File: src/rtl/seg_scan_ctrl_pkg.sv
// Shared constants for the 7-segment scan controller.
// Package seg_pkg: blank pattern and nibble width.
package seg_pkg;
  localparam logic [6:0] SEG_BLANK = 7'b0;
  localparam int NIB_W = 4;
endpackage

File: src/rtl/seg_scan_ctrl_if.sv
// Producer-side bus of the scan controller.
// master = value producer, slave = seg_scan_ctrl.
interface seg_scan_ctrl_if #(
  parameter int DIGITS = 4
);
  logic [4*DIGITS-1:0] i_data;
  logic [DIGITS-1:0]   i_dp;
  logic                i_load;
  logic                o_pending;
  logic                o_frame;
  logic [DIGITS-1:0]   o_an;
  logic [6:0]          o_seg;
  logic                o_dp;

  modport master (
    output i_data, i_dp, i_load,
    input  o_pending, o_frame, o_an, o_seg, o_dp
  );

  modport slave (
    input  i_data, i_dp, i_load,
    output o_pending, o_frame, o_an, o_seg, o_dp
  );
endinterface

File: src/rtl/seg_scan_ctrl_display.sv
// Hex nibble to 7-segment decoder, seg = {g,f,e,d,c,b,a}.
// Active-high segments; dp passes straight through.
module seg_display (
  input  logic [3:0] nib,
  input  logic       dp_in,
  output logic [6:0] seg,
  output logic       dp_out
);
  // combinational hex decode
  always_comb begin
    seg = 7'h00;
    unique case (nib)
      4'h0: seg = 7'h3F;
      4'h1: seg = 7'h06;
      4'h2: seg = 7'h5B;
      4'h3: seg = 7'h4F;
      4'h4: seg = 7'h66;
      4'h5: seg = 7'h6D;
      4'h6: seg = 7'h7D;
      4'h7: seg = 7'h07;
      4'h8: seg = 7'h7F;
      4'h9: seg = 7'h6F;
      4'hA: seg = 7'h77;
      4'hB: seg = 7'h7C;
      4'hC: seg = 7'h39;
      4'hD: seg = 7'h5E;
      4'hE: seg = 7'h79;
      4'hF: seg = 7'h71;
      default: seg = 7'h00;
    endcase
  end

  assign dp_out = dp_in;
endmodule

File: src/rtl/seg_scan_ctrl.sv
// Multiplexed 7-segment scan controller with frame-synchronous double buffer.
// Optional LEADING_ZERO_BLANK_EN hides leading zero digits.
module seg_scan_ctrl
  import seg_pkg::*;
#(
  parameter int DIGITS = 4,
  parameter int DIV    = 50000,
  parameter int BLANK  = 16
) (
  input  logic           i_clk,
  input  logic           i_rst,
  seg_scan_ctrl_if.slave bus
);
  localparam int DW = $clog2(DIV);
  localparam int IW = $clog2(DIGITS);
  localparam int BW = NIB_W * DIGITS;
  localparam logic [DW-1:0] DIV_LAST  = DW'(DIV - 1);
  localparam logic [DW-1:0] BLANK_END = DW'(BLANK);
  localparam logic [IW-1:0] IDX_LAST  = IW'(DIGITS - 1);

  logic [DW-1:0]     r_div;
  logic [IW-1:0]     r_idx;
  logic [BW-1:0]     pend_data;
  logic [DIGITS-1:0] pend_dp;
  logic              pending;
  logic [BW-1:0]     shadow_data;
  logic [DIGITS-1:0] shadow_dp;
  logic              frame_q;
  logic [DIGITS-1:0] an_q;
  logic [6:0]        seg_q;
  logic              dp_q;

  logic              div_wrap;
  logic              boundary;
  logic [NIB_W-1:0]  nib;
  logic              nib_dp;
  logic [6:0]        seg_w;
  logic              dp_w;
  logic              sup;

  assign div_wrap = (r_div == DIV_LAST);
  assign boundary = div_wrap && (r_idx == IDX_LAST);
  assign nib      = shadow_data[r_idx*NIB_W +: NIB_W];
  assign nib_dp   = shadow_dp[r_idx];

  seg_display u_dec (
    .nib    (nib),
    .dp_in  (nib_dp),
    .seg    (seg_w),
    .dp_out (dp_w)
  );

`ifdef LEADING_ZERO_BLANK_EN
  logic [DIGITS-1:0] lz;
  logic              lz_run;

  // mark digits above the most significant nonzero nibble/dp
  always_comb begin
    lz     = '0;
    lz_run = 1'b1;
    for (int k = DIGITS - 1; k >= 0; k--) begin
      lz_run = lz_run
             & (shadow_data[k*NIB_W +: NIB_W] == '0)
             & ~shadow_dp[k];
      if (k != 0) lz[k] = lz_run;
    end
  end

  assign sup = lz[r_idx];
`else
  assign sup = 1'b0;
`endif

  // slot prescaler and digit index
  always_ff @(posedge i_clk) begin
    if (i_rst) begin
      r_div <= '0;
      r_idx <= '0;
    end else if (div_wrap) begin
      r_div <= '0;
      r_idx <= (r_idx == IDX_LAST) ? '0 : r_idx + 1'b1;
    end else begin
      r_div <= r_div + 1'b1;
    end
  end

  // pending buffer and frame-synchronous shadow
  always_ff @(posedge i_clk) begin
    if (i_rst) begin
      pend_data   <= '0;
      pend_dp     <= '0;
      pending     <= 1'b0;
      shadow_data <= '0;
      shadow_dp   <= '0;
    end else begin
      if (boundary && pending) begin
        shadow_data <= pend_data;
        shadow_dp   <= pend_dp;
      end
      if (bus.i_load) begin
        pend_data <= bus.i_data;
        pend_dp   <= bus.i_dp;
        pending   <= 1'b1;
      end else if (boundary) begin
        pending   <= 1'b0;
      end
    end
  end

  // registered select/segment outputs with dead time
  always_ff @(posedge i_clk) begin
    if (i_rst) begin
      frame_q <= 1'b0;
      an_q    <= '0;
      seg_q   <= SEG_BLANK;
      dp_q    <= 1'b0;
    end else begin
      frame_q <= boundary;
      if (r_div < BLANK_END || sup) begin
        an_q  <= '0;
        seg_q <= SEG_BLANK;
        dp_q  <= 1'b0;
      end else begin
        an_q  <= DIGITS'(1) << r_idx;
        seg_q <= seg_w;
        dp_q  <= dp_w;
      end
    end
  end

  assign bus.o_pending = pending;
  assign bus.o_frame   = frame_q;
  assign bus.o_an      = an_q;
  assign bus.o_seg     = seg_q;
  assign bus.o_dp      = dp_q;
endmodule

File: src/flat_wrapper.sv
// flat-port wrapper written by rule: the top's interface ports become plain ports
module seg_scan_ctrl_flat import seg_pkg::*;
#(
  parameter int DIGITS = 4,
  parameter int DIV    = 50000,
  parameter int BLANK  = 16
)
  (i_clk, i_rst, bus_i_data, bus_i_dp, bus_i_load, bus_o_pending, bus_o_frame, bus_o_an, bus_o_seg, bus_o_dp);
  seg_scan_ctrl_if #(.DIGITS(DIGITS)) bus_i ();
  input  logic i_clk;
  input  logic i_rst;
  input wire logic [$bits(bus_i.i_data)-1:0] bus_i_data;
  input wire logic [$bits(bus_i.i_dp)-1:0] bus_i_dp;
  input wire logic [$bits(bus_i.i_load)-1:0] bus_i_load;
  output wire logic [$bits(bus_i.o_pending)-1:0] bus_o_pending;
  output wire logic [$bits(bus_i.o_frame)-1:0] bus_o_frame;
  output wire logic [$bits(bus_i.o_an)-1:0] bus_o_an;
  output wire logic [$bits(bus_i.o_seg)-1:0] bus_o_seg;
  output wire logic [$bits(bus_i.o_dp)-1:0] bus_o_dp;
  assign bus_i.i_data = bus_i_data;
  assign bus_i.i_dp = bus_i_dp;
  assign bus_i.i_load = bus_i_load;
  assign bus_o_pending = bus_i.o_pending;
  assign bus_o_frame = bus_i.o_frame;
  assign bus_o_an = bus_i.o_an;
  assign bus_o_seg = bus_i.o_seg;
  assign bus_o_dp = bus_i.o_dp;
  seg_scan_ctrl #(.DIGITS(DIGITS), .DIV(DIV), .BLANK(BLANK)) u_core (.i_clk(i_clk), .i_rst(i_rst), .bus(bus_i));
endmodule
File: config.mk
export PLATFORM = sky130hd
export DESIGN_NAME = seg_scan_ctrl_flat
export DESIGN_NICKNAME = d
export VERILOG_FILES = /design/src/rtl/seg_scan_ctrl_pkg.sv /design/src/rtl/seg_scan_ctrl_if.sv /design/src/rtl/seg_scan_ctrl_display.sv /design/src/rtl/seg_scan_ctrl.sv /design/src/flat_wrapper.sv
export SDC_FILE = /design/constraint.sdc
export NUM_CORES = 1
export LEC_CHECK = 0
export ABC_AREA = 1
export CAP_MARGIN = 20
export CORE_MARGIN = 2
export CORE_UTILIZATION = 55
export CTS_BUF_LIST = sky130_fd_sc_hd__clkbuf_8
export DETAILED_ROUTE_END_ITERATION = 16
export PLACE_DENSITY = 0.78
export REMOVE_ABC_BUFFERS = 1
export SLEW_MARGIN = 0
export SYNTH_ARGS = -nofsm -noshare
export SYNTH_HDL_FRONTEND = slang
export SYNTH_SLANG_ARGS = --single-unit
File: constraint.sdc
create_clock -name i_clk -period 4.7 [get_ports i_clk]
set_input_delay 1.41 -clock i_clk [delete_from_list [all_inputs] [get_ports i_clk]]
set_output_delay 1.41 -clock i_clk [all_outputs]
set_load 0.03 [all_outputs]
# Word level (Yosys, flattened, before mapping)
# Memory sizes are Yosys's and may differ from the RTL's. A register that Yosys moved wholly into a read port is not among the register bits.
# Index checks and enable logic that the tools add are counted.
[totals]
reg_bits = 65
rom_bits = 112
inputBits = 23
out_inout_bits = 14
elab_cells = 29
mem_count = 1
[classes]
addsub = 2
order_cmp = 2
n_eq_ne = 2
shift = 2
muxes = 5
n_reduce_logical = 5
[memory_table]
columns = ["memory", "depth", "width", "rd", "rd_ports_with_merged_regs", "write_ports", "line", "text"]
rows = [
  ["(no name shown)", 16, 7, 1, 1, 0, "seg_scan_ctrl_display.sv:12", "unique case (nib)"],
]
[op_table]
columns = ["operator", "count"]
rows = [
  ["adder 16 x 1 -> 16 bit (second input constant)", 1],
  ["equality test 16 bit (second input constant)", 1],
  ["< comparator 16 x 5 -> 1 bit (second input constant)", 1],
  ["indexed part select 16 x 5 -> 4 bit", 1],
  ["OR reduction 2 bit", 2],
  ["<< shifter 1 x 2 -> 4 bit (first input constant)", 1],
  ["< comparator 2 x 3 -> 1 bit (second input constant)", 1],
  ["two-way mux 1 bit", 3],
  ["adder 2 x 1 -> 2 bit (second input constant)", 1],
  ["binary-select mux 1 bit (select 2 bit)", 1],
  ["equality test 2 bit (second input constant)", 1],
  ["logical AND 1 bit", 2],
  ["two-way mux 2 bit", 1],
  ["nonzero test 2 bit", 1],
]

# Longest topological paths before layout
[depth]
depth_word = 4
depth_mapped = 11
depth_no_buf = 11

# Modules after synthesis
# A second synthesis with hierarchy kept.
[hier_totals]
hier_cells = 462
hier_area_um2 = 3286.9
[modules_own_cells]
columns = ["mod", "instances", "cells_per_inst", "area_each_um2", "seq_area_each_um2"]
rows = [
  ["seg_scan_ctrl", 1, 407, 2994.1, 1441.4],
  ["seg_display", 1, 55, 292.8, 0.0],
]

# Worst setup path after synthesis
# No wires, ideal clock.
[synth_path]
path_type = "input -> register"
startpoint = "in i_rst"
endpoint = "reg u_core.pend_data[0]"
setup_time_ps = 64
arrival_ps = 1924
required_ps = 4636
setup_slack_ps = 2711
path_stages = 4
path_buffers = 1
path_cell_list = "inv_1 clkbuf_1 o21ai_0 nor2_1"
[synth_rtl]
columns = ["item", "line", "text"]
rows = [
  ["start: declaration", "flat_wrapper.sv:11", "input logic i_rst;"],
  ["end signal: assignment", "seg_scan_ctrl.sv:101", "pend_data <= bus.i_data;"],
  ["end: declaration", "seg_scan_ctrl.sv:23", "logic [BW-1:0] pend_data;"],
]

# Worst setup path in the final report
[layout_path]
startpoint = "reg u_core.pending, in the netlist u_core.bus.o_pending"
endpoint = "out bus_o_pending"
[layout_rtl]
columns = ["item", "line", "text"]
rows = [
  ["start: declaration", "seg_scan_ctrl.sv:25", "logic pending;"],
  ["start signal: assignment", "seg_scan_ctrl.sv:92", "pending <= 1'b0;"],
  ["start signal: assignment", "seg_scan_ctrl.sv:103", "pending <= 1'b1;"],
  ["start signal: assignment", "seg_scan_ctrl.sv:105", "pending <= 1'b0;"],
  ["end: declaration", "flat_wrapper.sv:15", "output wire logic [$bits(bus_i.o_pending)-1:0] bus_o_pending;"],
]
# No word-level cell between the ends.

==> results.md <==
* Netlist cell types at 29
* Worst stage delay on the critical path at 0.70 ns
* Largest net degree at the start of global routing at 41
* Post-route ant nets at 0
* Crit path max-delay cell type: clkdlybuf4s50_1
* Fillcell total at 525
* Via count at 2707
* Rows at 27
* Sink Count at 72
* TNS Setup at 0 ns
* Port Buf Inserts at 36
* Final Slew Violations at 0
* Tightest hold margin at 0.4480 ns
* Largest family of logic cells by synthesized area: simple AND/OR/NAND/NOR gates
* Die area at 6412 sq um
* 1st-iter DRT viols at 169
* Adder-cell share of the synthesized area at 3.538%
* YS warnings at 0
* Relative slew slack at 51.46%
* Congestion Overflow GR at 0
* Worst VDD drop at 0.2334 mV
* Max-Cap Viols at 0
* Fin crit share at 60.68%
* Leakage at 1.674 nW
* Dpl cells at 544
* Achievable frequency at 350.6 MHz
* DPL Wire Length at 4178 microns
* Via density at 4.843
* Commonest non-fill, non-tap cell in the layout: nor2_1
* Worst path bufs/invs at 1
* Sequential area share after synthesis at 45.28%
* Fraction of layout cells with a size suffix above 1 at 5.749%
* Post-layout min period at 2.852 ns
* Mean routed wirelength per cell at 10.90 microns
* Data arrival, critical path at 1.44 ns
* Vias in the first global route at 2323
* CP Class: reg -> out
* CORE AREA at 5540 sq um
* Die W at 80.08 microns
* Total Wirelength at 6092 microns
* Antenna cells at 0
* CP Cell Sequence: clkdlybuf4s50_1
* TritonCTS clock tree: done
* Starting density of the core at 57.45%
* Status: finished, final reports clean
* Count of hold-fix buffers inserted at cts at 0
* Drt first pass iters at 4
* Setup crit end kind: primary output
* Dominant cells by area after synthesis: dfxtp_1 45%, nor2_1 13%, nand2_1 12%
* Post-synthesis mux area share at 0%
* NumNets Final at 515
* Complex-gate fraction of the synthesized area at 8.884%
* Clock-pin slew on the worst setup and hold paths at 0.07 ns
* Resized cells post-CTS at 0
* Power Density at 296.8 nW/um^2
* Post-synthesis simple-gate area fraction at 33.06%
* Least-Margin Pin Slew at 0.7271 ns
* CP delay by family, top: buffers and inverters
* Synth Area in XOR/XNOR at 1.376%
* Drc violations at 0
* Cell Area, Synth at 3183 sq um
* CP Launch Type: register
* Worst-skew pair later-pin latency at 0.33 ns
* Non-Filler Instances at 559
* Area delta synth->final at 16.82%
* Post-CTS Setup Bufs at 0
* RSZ-0062 raised after global routing: no
* Total GRT Usage at 20.61%
* Mean post-synth cell area at 7.073 sq um
* Final Setup Violations at 0
* Yosys top cell area share at 45.28%
* Worst-path fanout max at 3
* Fin util at 67.12%
* IO Count at 37
* Die Y at 80.08 microns
* Min-Delay Path Class: reg -> reg
* Commonest non-fill, non-tap cells in the layout: 112 x nor2_1, 99 x nand2_1, 72 x dfxtp_1, 42 x inv_1, 36 x clkdlybuf4s50_1
* Initial antenna violation count at 0
* Gpl congestion at 0.8945
* Yosys top cell by area: dfxtp_1
* Post-synthesis cell count at 450
* H-tree levels at 3
* TritonCTS Buffers at 9
* CP required at 3.29 ns
* Clock Path Buffers at 2
* Root Buffer: clkbuf_8
* Flops & latches, synth at 72
* Final setup skew at 0.008926 ns
* First-pass GRT wire length at 10360 microns
* Final Hold Vio Count at 0
[through the flow]
step | worst slack, ns | area [sq um] | power [mW]
4_1_cts | 1.848 | 3719 | 1.111
3_3_place_gp | 1.589 | 3552 | 0.6968
3_5_place_dp | 1.530 | 3552 | 0.6981
2_1_floorplan | 2.183 | 3094 | 0.6678
6_report | 1.848 | 3719 | 1.104
5_1_grt | 1.727 | 3719 | 1.148
[where the power goes]
| group | total [mW] | switching [mW] | internal [mW] |
|---|---|---|---|
| combinational | 0.0518 | 0.0256 | 0.0262 |
| sequential | 0.632 | 0.00779 | 0.625 |
| clock | 0.419 | 0.209 | 0.210 |
[logic make-up after synthesis]
kind of cell,after synthesis
simple gates,250
flops,72
buf+inv,58
xor+xnor,5
compound gates,56
fa+ha+maj,9
[area by class of cell]
type | instances | area [sq um] | share of cell area [%]
Clock buffer | 11 | 151.4 | 4.071
Multi-Input combinational cell | 320 | 1491 | 40.11
Sequential cell | 72 | 1441 | 38.76
Timing Repair Buffer | 37 | 367.9 | 9.892
Inverter | 43 | 161.4 | 4.341
Clock inverter | 4 | 15.01 | 0.4038
Tap cell | 72 | 90.09 | 2.423
[path summary, 6_finish.rpt]
kind / start / cells after the start / end / slack (ns)
worst max register to register: u_core.r_idx[0] / 10 / u_core.bus.o_seg[3] / 2.49
worst min register to register: u_core.r_div[0] / 1 / u_core.r_div[0] / 0.45
worst min-delay path: u_core.r_div[0] / 1 / u_core.r_div[0] / 0.45
worst max-delay path: u_core.bus.o_pending / 1 / bus_o_pending / 1.85
[synthesized netlist by cell type]
library cell	n
nand3b_1	3
clkinv_1	1
buf_4	1
dfxtp_1	72
nand2_2	3
nand3_2	1
inv_1	38
o211ai_1	1
nand3_1	16
o21ai_1	1
o21ai_0	34
nor3_2	2
nand4_1	3
ha_1	9
buf_2	5
or2_2	2
buf_6	3
nand4_4	1
nor2_2	1
xnor2_1	1
nor3_1	4
a21oi_1	20
nand2_1	99
clkbuf_1	6
inv_2	4
nor2_1	112
xor2_1	4
nor2_4	2
nor3b_1	1
[routing by layer]
layer	part of all wire [%]	track usage, %
met2	46	32.33
met5	0	0
met1	48	28.07
met3	4.5	5.169
met4	0.98	6.102
[sequential cells by signal (all words and copies together) (netlist names)]
register and cells:
u_core.pend_data 16, u_core.r_div 16, u_core.shadow_data 16, u_core.bus.o_seg 7, u_core.bus.o_an 4, u_core.pend_dp 4
u_core.shadow_dp 4, u_core.r_idx 2, u_core.bus.o_dp 1, u_core.bus.o_frame 1, u_core.bus.o_pending 1
No activity file was read; power rests on OpenSTA's default activity.
